$ cat src/rtl/out_mem_pkg.sv
// Shared output-memory-path types and default bus widths (also used by write_memory_controller).
// Pure declarations: no latency, no flow control.
package out_mem_pkg;

    localparam int ADD_SIZE_DEF  = 11;
    localparam int DATA_SIZE_DEF = 32;

    typedef enum logic [2:0] {
        IDLE,
        ARMED,
        ISSUE,
        WAIT_ACK,
        DONE
    } seq_state_t;

endpackage

$ cat src/rtl/result_fifo.sv
// Synchronous FIFO with registered count, head visible the cycle after the push.
// Push ignored when full, pop ignored when empty; flush empties it in one cycle.
module result_fifo #(
    parameter int DEPTH = 4,
    parameter int WIDTH = 32
) (
    input  logic                     clk,
    input  logic                     rst_n,
    input  logic                     push,
    input  logic [WIDTH-1:0]         push_dat,
    input  logic                     pop,
    input  logic                     flush,
    output logic [WIDTH-1:0]         head_dat,
    output logic                     full,
    output logic                     empty,
    output logic [$clog2(DEPTH):0]   count
);

    localparam int AW = $clog2(DEPTH);

    logic [WIDTH-1:0] mem_q [DEPTH];
    logic [AW-1:0]    wr_ptr_q;
    logic [AW-1:0]    rd_ptr_q;
    logic [AW:0]      cnt_q;
    logic             do_push;
    logic             do_pop;

    assign full     = (cnt_q == (AW+1)'(DEPTH));
    assign empty    = (cnt_q == '0);
    assign do_push  = push && !full;
    assign do_pop   = pop && !empty;
    assign head_dat = mem_q[rd_ptr_q];
    assign count    = cnt_q;

    // Pointers wrap naturally because DEPTH is a power of two.
    always_ff @(posedge clk or negedge rst_n) begin
        if (!rst_n) begin
            wr_ptr_q <= '0;
            rd_ptr_q <= '0;
            cnt_q    <= '0;
            for (int i = 0; i < DEPTH; i++) begin
                mem_q[i] <= '0;
            end
        end else if (flush) begin
            wr_ptr_q <= '0;
            rd_ptr_q <= '0;
            cnt_q    <= '0;
        end else begin
            if (do_push) begin
                mem_q[wr_ptr_q] <= push_dat;
                wr_ptr_q        <= wr_ptr_q + 1'b1;
            end
            if (do_pop) begin
                rd_ptr_q <= rd_ptr_q + 1'b1;
            end
            if (do_push && !do_pop) begin
                cnt_q <= cnt_q + 1'b1;
            end else if (!do_push && do_pop) begin
                cnt_q <= cnt_q - 1'b1;
            end
        end
    end

endmodule

$ cat src/rtl/result_write_sequencer.sv
// Buffers result words and writes them one at a time to sequential frame addresses; push-to-ISSUE is 2 cycles.
// res_ready drops when not busy or the FIFO is full; each word waits for wr_out_ready under a watchdog.
module result_write_sequencer
    import out_mem_pkg::*;
#(
    parameter int ADD_SIZE       = ADD_SIZE_DEF,
    parameter int DATA_SIZE      = DATA_SIZE_DEF,
    parameter int FIFO_DEPTH     = 4,
    parameter int FRAME_WORDS    = 1024,
    parameter int TIMEOUT_CYCLES = 16
) (
    input  logic                 clk,
    input  logic                 rst,
    input  logic                 start,
    input  logic [ADD_SIZE-1:0]  base_addr,
    input  logic                 res_valid,
    input  logic [DATA_SIZE-1:0] res_data,
    output logic                 res_ready,
    output logic                 wr_in_valid,
    output logic                 wr_write_en,
    output logic [ADD_SIZE-1:0]  wr_address,
    output logic [DATA_SIZE-1:0] wr_data,
    input  logic                 wr_out_ready,
    output logic                 busy,
    output logic                 frame_done,
    output logic                 timeout_err,
    output logic [ADD_SIZE:0]    word_count
);

    localparam int CW  = $clog2(FIFO_DEPTH) + 1;
    localparam int WDW = $clog2(TIMEOUT_CYCLES + 1);
    localparam logic [ADD_SIZE:0] FRAME_CNT = (ADD_SIZE+1)'(FRAME_WORDS);
    localparam logic [WDW-1:0]    WDOG_MAX  = WDW'(TIMEOUT_CYCLES);

    seq_state_t            state_q, state_d;
    logic [ADD_SIZE-1:0]   base_q, base_d;
    logic [ADD_SIZE:0]     cnt_q, cnt_d, cnt_inc;
    logic [WDW-1:0]        wdog_q, wdog_d, wdog_inc;
    logic                  terr_q, terr_d;

    logic                  fifo_push;
    logic                  fifo_pop;
    logic                  fifo_flush;
    logic [DATA_SIZE-1:0]  fifo_head;
    logic                  fifo_full;
    logic                  fifo_empty;
    logic [CW-1:0]         fifo_count;

    assign busy       = (state_q == ARMED) || (state_q == ISSUE) || (state_q == WAIT_ACK);
    assign res_ready  = busy && !fifo_full;
    assign fifo_push  = res_valid && res_ready;
    assign cnt_inc    = cnt_q + 1'b1;
    assign wdog_inc   = wdog_q + 1'b1;

    result_fifo #(
        .DEPTH (FIFO_DEPTH),
        .WIDTH (DATA_SIZE)
    ) u_fifo (
        .clk      (clk),
        .rst_n    (rst),
        .push     (fifo_push),
        .push_dat (res_data),
        .pop      (fifo_pop),
        .flush    (fifo_flush),
        .head_dat (fifo_head),
        .full     (fifo_full),
        .empty    (fifo_empty),
        .count    (fifo_count)
    );

    always_ff @(posedge clk or negedge rst) begin
        if (!rst) begin
            state_q <= IDLE;
            base_q  <= '0;
            cnt_q   <= '0;
            wdog_q  <= '0;
            terr_q  <= 1'b0;
        end else begin
            state_q <= state_d;
            base_q  <= base_d;
            cnt_q   <= cnt_d;
            wdog_q  <= wdog_d;
            terr_q  <= terr_d;
        end
    end

    always_comb begin
        state_d    = state_q;
        base_d     = base_q;
        cnt_d      = cnt_q;
        wdog_d     = wdog_q;
        terr_d     = terr_q;
        fifo_pop   = 1'b0;
        fifo_flush = 1'b0;
        case (state_q)
            IDLE: begin
                if (start) begin
                    base_d  = base_addr;
                    cnt_d   = '0;
                    terr_d  = 1'b0;
                    state_d = ARMED;
                end
            end
            ARMED: begin
                if (fifo_count != '0) begin
                    state_d = ISSUE;
                end
            end
            ISSUE: begin
                wdog_d  = '0;
                state_d = WAIT_ACK;
            end
            WAIT_ACK: begin
                if (wr_out_ready) begin
                    fifo_pop = 1'b1;
                    cnt_d    = cnt_inc;
                    state_d  = (cnt_inc == FRAME_CNT) ? DONE : ARMED;
                end else begin
                    wdog_d = wdog_inc;
                    // A stuck controller abandons the frame and drops any buffered words.
                    if (wdog_inc == WDOG_MAX) begin
                        terr_d     = 1'b1;
                        fifo_flush = 1'b1;
                        state_d    = IDLE;
                    end
                end
            end
            DONE: begin
                state_d = IDLE;
            end
            default: begin
                state_d = IDLE;
            end
        endcase
    end

    assign wr_in_valid = (state_q == ISSUE);
    assign wr_write_en = (state_q == ISSUE) || (state_q == WAIT_ACK);
    assign wr_address  = wr_write_en ? (base_q + cnt_q[ADD_SIZE-1:0]) : '0;
    assign wr_data     = (wr_write_en && !fifo_empty) ? fifo_head : '0;
    assign frame_done  = (state_q == DONE);
    assign timeout_err = terr_q;
    assign word_count  = cnt_q;

endmodule

$ cat config.mk
export PLATFORM = sky130hd
export DESIGN_NAME = result_write_sequencer
export DESIGN_NICKNAME = d
export VERILOG_FILES = /design/src/rtl/out_mem_pkg.sv /design/src/rtl/result_fifo.sv /design/src/rtl/result_write_sequencer.sv
export SDC_FILE = /design/constraint.sdc
export NUM_CORES = 1
export LEC_CHECK = 0
export BUFFER_PORTS_ARGS = -buffer_cell sky130_fd_sc_hd__buf_2
export CORE_MARGIN = 4
export CORE_UTILIZATION = 53
export DETAILED_ROUTE_END_ITERATION = 7
export HOLD_SLACK_MARGIN = 0.03
export PLACE_DENSITY = 0.73
export SYNTH_ARGS = -nofsm -noshare
export SYNTH_HDL_FRONTEND = slang
export SYNTH_SLANG_ARGS = --single-unit
$ cat constraint.sdc
create_clock -name clk -period 2.35 [get_ports clk]
set_clock_uncertainty 0.15 [all_clocks]
set_input_delay 0.47 -clock clk [delete_from_list [all_inputs] [get_ports clk]]
set_output_delay 0.47 -clock clk [all_outputs]
set_load 0.02 [all_outputs]
Word level (Yosys, flattened, before mapping)
Index checks and enable logic that the tools add are counted.

Bits in registers: 167.

Order comparisons: 3. Add/subtract/negate cells: 7. Eq/ne operators: 13. Bitwise operators: 3. Reduce and logical (&&, ||, !) cells: 29. Multiplexer cells: 35.

Operators with widths (number): $bwmux W128 (1); $mux W32 (4); $bmux W32 S2 (1); $demux W32 S2 (1); $mux W12 (2); $mux W3 (8); $pmux W12 S2 (1); $add A12 B1 Y12 const B (1); $eq A12 B11 Y1 const B (1); $pmux W3 S4 (1); $add A11 B11 Y11 (1); $mux W11 (1); $pmux W5 S2 (1); $logic_and A1 B1 Y1 (8); $mux W1 (8); $mux W2 (4); $reduce_bool A2 Y1 (4); $eq A3 B2 Y1 const B (2); $eq A3 B3 Y1 const B (2); $ge A3 B3 Y1 const B (2); $logic_not A3 Y1 (2); $ne A2 B2 Y1 const B (3); $not A2 Y3 (2); $reduce_and A2 Y1 (3); 17 further kinds (26).

Longest topological paths before layout
Depth in word-level cells: 11. Mapped depth: 10.

By module
Synthesis repeated with hierarchy kept, for this count alone.

Cell total of the unflattened synthesis: 651. Area, all modules: 9145.0 um^2.

Modules (own cells, without submodules): result_fifo (times used 1, cells each 372, area an instance 6707.7 um^2); result_write_sequencer (times used 1, cells each 279, area an instance 2437.3 um^2).

Worst setup path before layout
No wires, ideal clock.

Path type: register to output. Start point: register cnt_q[0] (netlist: word_count[0]). End point: output wr_address[8]. Path slack: -630 ps. Required time: 1730 ps. Cell stages (with the launch flop): 10. Buffers on the path: 0. Data arrival time: 2360 ps. Path through: dfrtp_1 ha_1 inv_1 fa_1 nor2b_1 o31a_1 o31ai_1 a21boi_0 nor3_1 nor3_1.

Cells in the longest elaborated chain, start to end: 2.

Ends and longest elaborated chain: start: declaration (RTL line result_write_sequencer.sv:37) `logic [ADD_SIZE:0] cnt_q, cnt_d, cnt_inc;`; start signal: assignment (RTL line result_write_sequencer.sv:81) `cnt_q <= cnt_d;`; $add A11 B11 Y11 (RTL line result_write_sequencer.sv:139) `assign wr_address = wr_write_en ? (base_q + cnt_q[ADD_SIZE-1:0]) : '0;`; $mux W11 (RTL line result_write_sequencer.sv:139); end: declaration (RTL line result_write_sequencer.sv:21) `output logic [ADD_SIZE-1:0] wr_address,`.

No other way between the ends.

Final worst setup path
Ends and elaborated chain as after synthesis.

==> flow_summary_export.csv <==
group,metric,value,unit
logic_synthesis,synthMostInstantiatedCell,"dfrtp_1",
finish,area_of_the_multi_input_gates,0.004910,mm2
sta,finalCriticalPeriod,3133,ps
sta,setup_repair_after_global_routing_missed_its_margin,"true",
clock_network,worstSkewPairLatency,430,ps
die,die_area,0.01906,mm2
pwr,p_leak,5.852,nW
worst_setup_path,timing.critical_path.to_type,"output pin",
pwr,p_switching,6.580,mW
clock_network,clkSlewWorstSetupHoldPaths,60,ps
grt,number_of_global_route_vias_before_repair,7025,
grt,gr-usage-all-layers,26.11,%
drt,detail_route.drc_violations,0,
die,initial_utilization,54.04,%
pwr,switching_share,35.66,%
placement,io_buffer_count,108,
pwr,pwr-share-clk,14.9,%
die,num_rows,47,
grt,overflow,0,
worst_hold_path,worst_hold_path_type,"input pin to flip-flop",
sta,timing_worst_slew_pin_value,632.2,ps
logic_synthesis,post_synthesis_cell_count,653,
grt,grt_pass1_wl,39250,um
status,violated_checks,"setup timing",
finish,instances_no_fill,1087,
drt,wire_per_inst,24.07,um
placement,dp_hpwl,14450,um
logic_synthesis,yosys.cell_types.count,56,
finish,drive_gt1_share,59.19,%
sta,report.final.setup_viol,170,
logic_synthesis,synth_top_area_share,46.63,%
logic_synthesis,synth_edf_count,0,
worst_hold_path,worstHoldPathCells,3,
drt,wl,26160,um
finish,nNetsFinal,919,
clock_network,cts_root_buffer,"clkbuf_16",
logic_synthesis,synth_area,0.008962,mm2
worst_setup_path,timing.critical_path.arrival,2510,ps
logic_synthesis,synth.avg_cell_area,13.72,um2
die,floorplan.io_pins,109,
run,drv_cap,0,
clock_network,cts-htree-levels,4,
worst_setup_path,cell_depth_of_the_worst_flop_to_flop_path,10,
logic_synthesis,synthDominantAreaCellType,"dfrtp_1",
finish,final-seq-area,0.004192,mm2
die,die_width,138.0,um
drt,first_pass_drt_iterations,5,
sta,finalCritPeriodShare,133.3,%
clock_network,tritoncts.num_buffers,17,
sta,finalMaxSlewViolations,0,
clock_network,cts.path.max_buffers,2,
drt,drt.antenna.violating_nets,0,
logic_synthesis,synth-main-ff-cell,"dfrtp_1",
drt,vias,6507,
drt,post_drt_via_cell_ratio,5.986,
finish,final_core_util,73.59,%
pwr,vdd.ir_drop.worst,0.7959,mV
finish,layout_filler_cell_count,990,
drt,drt_iter0_markers,470,
clock_network,cts.sink_count,167,
grt,pin_count_of_the_biggest_net_entering_global_routing,62,
worst_setup_path,path_class,"flip-flop to output pin",
finish,flow.area_growth_from_synthesis,36.17,%
die,core_region_area,0.01658,mm2
logic_synthesis,seq_area_frac_synth,46.63,%
sta,slew_headroom,57.73,%
worst_setup_path,crit_required,1730,ps
grt,antenna_found_initial,2,
die,dieHeight,138.0,um
sta,finalHoldViolations,0,
logic_synthesis,synth.top_cells.by_count,"dfrtp_1, mux2_4, nand2_1",
pwr,cellInternalPower,11.87,mW
logic_synthesis,synthesis.nets,720,
clock_network,clock_tree_from_tritoncts,"done",
worst_setup_path,largest_fanout_on_the_critical_path,3,
placement,placed_cells_incl_taps,1004,
pwr,sequentialPowerShare,28.5,%
pwr,p_per_area,1512,mW/mm2
pwr,comb_power_share,56.6,%
logic_synthesis,ys.warnings.count,0,
sta,layout_setup_ws,-782.8,ps
logic_synthesis,postSynthRegisterBits,167,
worst_setup_path,critPathLaunchType,"flip-flop",
status,status,"finished, violations left",
logic_synthesis,ys_async_sr_fraction,100.0,%
sta,worst_hold_slack,87.69,ps
placement,gp_congestion,0.9488,
sta,clock.fmax,319.2,MHz
logic_synthesis,synthTopCellsByArea,"dfrtp_1, mux2_4, mux4_2",
## placed cells by master, fill, tap and decap left out, types with 7 or more instances in the layout
master | netlist | routed
xnor2_1 | 8 | 7
nand3_1 | 10 | 9
o21ai_1 | 7 | 8
buf_6 | 1 | 57
inv_1 | 10 | 9
mux2_4 | 120 | 128
ha_1 | 17 | 9
dfrtp_1 | 167 | 157
buf_2 | 5 | 65
buf_12 | 12 | 31
nand2_1 | 58 | 56
o21ai_0 | 21 | 16
clkbuf_16 | 0 | 18
nor2_1 | 32 | 24
dfrtp_2 | 0 | 10
mux4_2 | 32 | 32
buf_4 | 1 | 53
and3_4 | 0 | 32
## worst paths after layout
| kind | from | endpoint | slack [ps] |
|---|---|---|---|
| worst max-delay path | word_count[0] | wr_address[8] | -780 |
| worst min-delay path | base_addr[10] | base_q[10] | 90 |
| worst max register to register | wdog_q[1] | u_fifo.mem_q[63] | -210 |
| worst min register to register | timeout_err | timeout_err | 340 |
| max in group asynchronous | rst | u_fifo.mem_q[8] | 960 |
| min in group asynchronous | rst | u_fifo.mem_q[20] | 380 |
## state kept, by name, indices dropped and copies added (netlist names)
signal / count
word_count: 12
u_fifo.wr_ptr_q: 2
base_q: 11
timeout_err: 1
u_fifo.mem_q: 128
state_q: 3
u_fifo.count: 3
wdog_q: 5
u_fifo.rd_ptr_q: 2
## cell type report
class	count	area share (%)
flip-flops and latches	167	34.34
repair buffers	216	18.05
clock inverters	13	1.005
clock buffers	19	3.711
well taps	220	2.255
multi-input cells	439	40.23
inverters	11	0.3588
diodes	2	0.04101
## power groups by stage
stage               clock (mW)  combinational (mW)  sequential, mW
finish                    2.75                10.5            5.25
global placement             0                7.65            4.96
CTS                       2.75                9.89            5.12
floorplan                    0                5.88            4.83
global route              2.90                11.0            5.35
detailed placement           0                7.84            5.11
## through the flow
stage	setup WS (ps)	setup TNS (ps)	total power, mW	instance area, um2
2_1_floorplan	-309.0	-756.5	10.71	9030
5_1_grt	-852.3	-34000	19.20	12200
4_1_cts	-813.8	-19700	17.77	11970
3_5_place_dp	-405.0	-2397	12.96	10190
3_3_place_gp	-353.1	-1113	12.62	10190
6_report	-782.8	-28300	18.45	12200
## repair_timing
item	4_1_cts	5_1_grt
setup endpoints to repair	160	181
pin swaps	34	32
gates resized for setup	166	63
endpoints found under the hold margin	40	0
setup buffers	34	19
hold buffers	1	0
gates cloned	8	1
## worst max-delay path, cell delays in order, from the launching register on
cell      delay, ps
dfrtp_2         430
ha_4            170
inv_2            60
fa_2            210
nor2b_2          60
o31a_1          290
o31ai_4         250
a21boi_2         90
o21a_1          220
nor3_4          160
buf_6           130
## metal layers
metal	up-vias	part of all wire [%]	global-route usage [%]
met5	-	0	0
met4	0	3.6	11.75
met3	83	5.6	5.110
met2	294	50	43.37
met1	3360	41	33.41
li1	2770	-	-
## cells by family after synthesis
logic type               Yosys count  synth area share [%]
AO/OA/AOI/OAI                     67                 4.900
flip-flops                       167                 46.63
adder cells (fa/ha/maj)           19                 2.820
XOR/XNOR                          15                 1.466
buffers and inverters             47                 4.342
AND/OR/NAND/NOR                  177                 10.57
multiplexers                     161                 29.28
No activity file was read; power rests on OpenSTA's default activity.
